<file path="src/rtl/au_cmp_eq_seq.sv">
// Sequential wide-operand comparator: A and B arrive as NUM_CHUNKS chunks, most-significant first.
// The first unequal chunk pair decides lt/gt; the eq/lt/gt result is presented with a valid/ready handshake.
module au_cmp_eq_seq #(
   parameter int WIDTH      = 8,
   parameter int NUM_CHUNKS = 4
) (
   input  logic             clk,
   input  logic             rst_n,
   input  logic             in_valid,
   output logic             in_ready,
   input  logic [WIDTH-1:0] a,
   input  logic [WIDTH-1:0] b,
   output logic             out_valid,
   input  logic             out_ready,
   output logic             eq,
   output logic             lt,
   output logic             gt
);

   localparam int CNT_W = (NUM_CHUNKS > 1) ? $clog2(NUM_CHUNKS) : 1;
   localparam logic [CNT_W-1:0] LAST_IDX = CNT_W'(NUM_CHUNKS - 1);

   typedef enum logic {COLLECT = 1'b0, DONE = 1'b1} state_t;

   state_t           state_q, state_d;
   logic [CNT_W-1:0] cnt_q, cnt_d;
   logic             decided_q, decided_d;
   logic             gt_r_q, gt_r_d;
   logic             lt_r_q, lt_r_d;
   logic             in_ready_q, in_ready_d;
   logic             out_valid_q, out_valid_d;
   logic             eq_q, eq_d;
   logic             lt_q, lt_d;
   logic             gt_q, gt_d;

   logic             accept;
   logic             gt_n, lt_n, decided_n;

   assign accept = in_valid & in_ready_q;

   // Relation after folding in the current chunk; an earlier decision always wins.
   always_comb begin
      gt_n      = gt_r_q;
      lt_n      = lt_r_q;
      decided_n = decided_q;
      if (!decided_q && (a != b)) begin
         gt_n      = (a > b);
         lt_n      = (a < b);
         decided_n = 1'b1;
      end
   end

   always_comb begin
      state_d     = state_q;
      cnt_d       = cnt_q;
      decided_d   = decided_q;
      gt_r_d      = gt_r_q;
      lt_r_d      = lt_r_q;
      in_ready_d  = in_ready_q;
      out_valid_d = out_valid_q;
      eq_d        = eq_q;
      lt_d        = lt_q;
      gt_d        = gt_q;

      case (state_q)
         COLLECT: begin
            in_ready_d  = 1'b1;
            out_valid_d = 1'b0;
            if (accept) begin
               if (cnt_q == LAST_IDX) begin
                  eq_d        = ~(gt_n | lt_n);
                  lt_d        = lt_n;
                  gt_d        = gt_n;
                  out_valid_d = 1'b1;
                  in_ready_d  = 1'b0;
                  state_d     = DONE;
                  cnt_d       = '0;
                  decided_d   = 1'b0;
                  gt_r_d      = 1'b0;
                  lt_r_d      = 1'b0;
               end else begin
                  cnt_d     = cnt_q + CNT_W'(1);
                  decided_d = decided_n;
                  gt_r_d    = gt_n;
                  lt_r_d    = lt_n;
               end
            end
         end
         DONE: begin
            if (out_valid_q && out_ready) begin
               out_valid_d = 1'b0;
               in_ready_d  = 1'b1;
               state_d     = COLLECT;
            end
         end
         default: begin
            state_d     = COLLECT;
            in_ready_d  = 1'b0;
            out_valid_d = 1'b0;
         end
      endcase
   end

   always_ff @(posedge clk or negedge rst_n) begin
      if (!rst_n) begin
         state_q     <= COLLECT;
         cnt_q       <= '0;
         decided_q   <= 1'b0;
         gt_r_q      <= 1'b0;
         lt_r_q      <= 1'b0;
         in_ready_q  <= 1'b0;
         out_valid_q <= 1'b0;
         eq_q        <= 1'b0;
         lt_q        <= 1'b0;
         gt_q        <= 1'b0;
      end else begin
         state_q     <= state_d;
         cnt_q       <= cnt_d;
         decided_q   <= decided_d;
         gt_r_q      <= gt_r_d;
         lt_r_q      <= lt_r_d;
         in_ready_q  <= in_ready_d;
         out_valid_q <= out_valid_d;
         eq_q        <= eq_d;
         lt_q        <= lt_d;
         gt_q        <= gt_d;
      end
   end

   assign in_ready  = in_ready_q;
   assign out_valid = out_valid_q;
   assign eq        = eq_q;
   assign lt        = lt_q;
   assign gt        = gt_q;

endmodule

</file>
<file path="config.mk">
export PLATFORM = sky130hd
export DESIGN_NAME = au_cmp_eq_seq
export DESIGN_NICKNAME = d
export VERILOG_FILES = /design/src/rtl/au_cmp_eq_seq.sv
export SDC_FILE = /design/constraint.sdc
export NUM_CORES = 1
export LEC_CHECK = 0
export ABC_CLOCK_PERIOD_IN_PS = 2300
export CAP_MARGIN = 20
export CORE_MARGIN = 10
export CORE_UTILIZATION = 42
export DETAILED_ROUTE_END_ITERATION = 8
export HOLD_SLACK_MARGIN = 0.02
export PLACE_DENSITY_LB_ADDON = 0.1
export SYNTH_ARGS = -nofsm -noshare
export SYNTH_HDL_FRONTEND = slang
export SYNTH_SLANG_ARGS = --single-unit
export TNS_END_PERCENT = 100
</file>
<file path="constraint.sdc">
create_clock -name clk -period 2.3 [get_ports clk]
set_input_delay 0.23 -clock clk [delete_from_list [all_inputs] [get_ports clk]]
set_output_delay 0.23 -clock clk [all_outputs]
set_load 0.03 [all_outputs]
</file>
==> flow_summary.yaml <==
power:
  total_power_uw: 896
  power_switching_share: 0.384
  switching_power_uw: 344
  power_density_nw_per_um2: 916
  p_comb_frac: 0.488
  clkPwrFrac: 0.146
  total_leakage_power_nw: 0.460
  internal_power_uw: 553
  ir_worst_vdd_uv: 716
  power.share.sequential: 0.366
synthesis:
  ys_seq_area_frac: 0.400
  synthesis.yosys.warnings: 0
  synth_area_per_cell_um2: 9.69
  synth_top_area_cell: "dfrtp_1"
  synth-seq-cells: 11
  number_of_nets_in_the_synthesized_netlist: 100
  yosys.cell_types.count: 27
  syn_area_um2: 688
  yosys.area.top_type_share: 0.400
  synthCells: 71
  synth_area_leaders: "dfrtp_1 40%, ha_1 16%, nand2_1 6.5%"
finish:
  layout_common_cells: "24 x clkdlybuf4s50_1, 12 x nand2_1, 11 x dfrtp_1, 9 x ha_1, 8 x inv_1"
  insertedDiodeCount: 0
  layout.area.seq_um2: 275
  drive_gt1_frac: 0.121
  postLayoutCoreUtil: 0.642
  area_growth_syn_to_layout_pct: 42.2
  final_common_cell: "clkdlybuf4s50_1"
  final_nets: 129
  multi_input_comb_area_um2: 379
  final.fill_count: 132
place:
  placement.io_buffers: 24
  dpl.hpwl_mm: 1.26
  place_congestion: 0.727
worst_setup_path:
  worstSetupPathType: "in2reg"
  timing.reg2reg.setup_slack_ps: 970
  critical_path_required_ps: 2490
  crit_path_start_kind: "input port"
  crit_start: "b[5]"
  critical_path.reg2reg.endpoint: "lt$_DFFE_PN0P_"
  critPathMaxFanout: 4
  worst_r2r_path_depth: 3
  worst_endpoint_data_arrival_time_ps: 2080
  crit_path_end_kind: "flop"
  worst_r2r_startpoint: "decided_q$_DFFE_PN0P_"
route:
  route.detailed.vias_per_inst: 5.04
  drt_pre_antenna_iters: 4
  drc: 0
  via_count: 580
  initialDrtViolationCount: 4
  drt_wl_cell_um: 12.8
  wirelength_mm: 1.47
  drtAntennaViolNets: 0
hold_path:
  hold_path.class: "in2async"
sta:
  timing_max_transition_violations_final: 0
  timing.setup.tns_ps: 0
  rsz0062_at_grt: "false"
  finalHoldViolCount: 0
  finalWorstPathRequiredPeriod_ps: 1890
  layout_worst_path_cycle_share: 0.821
  timing.final.setup_violations: 0
  worst_slew_pin_slew_ps: 479
  fin_skew_ps: 1.65
  fmax_mhz: 529
  worst_slew_margin: 0.680
clock_network:
  largest_buffer_count_on_any_clock_path: 2
  cts_setup_buffers: 0
  cts_root_buf: "clkbuf_4"
  cts_hold_buffers: 0
  cts_tree: "built"
  clkSlewWorstSetupHoldPaths_ps: 70
  tritoncts.num_buffers: 3
  cts_resized: 0
  numClockSinks: 11
  clock_insertion_delay_worst_skew_ps: 270
  ctsHtreeMaxLevel: 1
floorplan:
  die_h_um: 60.5
  io_pins: 25
  die_width_um: 60.5
  floorplan.rows: 14
  floorplan.initialDensity: 0.452
  core-area_um2: 1520
  die_area_um2: 3660
grt:
  initial_antenna_violation_count: 0
  groute.usage.overall: 0.0823
  number_of_global_route_vias_before_repair: 580
  first_pass_grt_wire_length_mm: 2.38
  grt_overflow: 0
  grt_start_max_net_pins: 12
run:
  maxCapViolations: 0
run_status:
  outcome: "completed"
-- critical path: stages --
cell,delay [ps]
clkdlybuf4s50_1,450
inv_1,40
ha_1,280
nand4_1,140
nor2_1,80
or2_4,240
or4_4,430
a41oi_2,180
-- how the worst max path moves through the flow --
stage | to | slack [ps] | depth (start not counted)
after floorplan | lt$_DFFE_PN0P_ | 670 | 7
after global placement | lt$_DFFE_PN0P_ | 160 | 8
after detailed placement | lt$_DFFE_PN0P_ | 120 | 8
after CTS | lt$_DFFE_PN0P_ | 400 | 8
after global routing | lt$_DFFE_PN0P_ | 340 | 8
final | lt$_DFFE_PN0P_ | 410 | 8
-- registers in the layout, indices dropped and copies added, names as in the netlist --
name and count:
cnt_q 2, decided_q 1, eq 1, gt 1, gt_r_q 1, in_ready 1, lt 1, lt_r_q 1
out_valid 1, state_q 1
-- power groups by stage --
stage / combinational, mW / clock [mW] / sequential (mW)
after global routing: 0.486 / 0.146 / 0.338
after floorplan: 0.233 / 0 / 0.384
after detailed placement: 0.444 / 0 / 0.334
after global placement: 0.434 / 0 / 0.330
after CTS: 0.445 / 0.133 / 0.330
final: 0.437 / 0.131 / 0.328
-- metrics by stage --
stage                     cell area (um2)  worst slack (ps)  hold WS, ps  std cells
after floorplan                       688               673        -65.6         71
after global placement                952               161          462        111
after detailed placement              952               122          477        111
after CTS                             978               402          304        115
after global routing                  978               338          312        115
final                                 978               411          287        115
-- routing by layer --
layer / up-vias / wire length (um) / track usage
met3: 3 / 166 / 0.0585
met4: 0 / 9 / 0.0188
met5: - / 0 / 0
met2: 18 / 671 / 0.131
li1: 306 / - / -
met1: 253 / 620 / 0.0875
-- cells by family (layout without fill, tap and decap cells) --
kind of cell | after synthesis | after routing | synth area share
AO/OA/AOI/OAI | 15 | 15 | 0.182
adder cells (fa/ha/maj) | 9 | 9 | 0.164
buffers and inverters | 9 | 37 | 0.0491
AND/OR/NAND/NOR | 27 | 27 | 0.205
flip-flops | 11 | 11 | 0.400
-- final cells by class --
class,instances,area share
repair buffers,25,0.253
flip-flops and latches,11,0.281
inverters,8,0.0307
clock buffers,4,0.0269
multi-input cells,51,0.387
well taps,16,0.0205
-- synthesized netlist by cell type --
cell type,number
or2_4,1
dfrtp_1,11
nand3b_1,1
clkbuf_1,1
a21o_1,1
nor2_1,5
o21ai_0,2
nor4_1,1
nand2_1,12
a41oi_2,1
or4_4,1
or2_2,1
a31oi_2,1
inv_1,8
o21a_1,2
a21oi_2,1
a211oi_1,1
o211ai_2,1
nor2b_4,1
o31ai_1,1
o41ai_1,1
ha_1,9
nor2b_1,1
nor3_1,1
nand4_1,2
a22o_1,1
a21oi_1,2
Power figures use the tool's default switching activity.
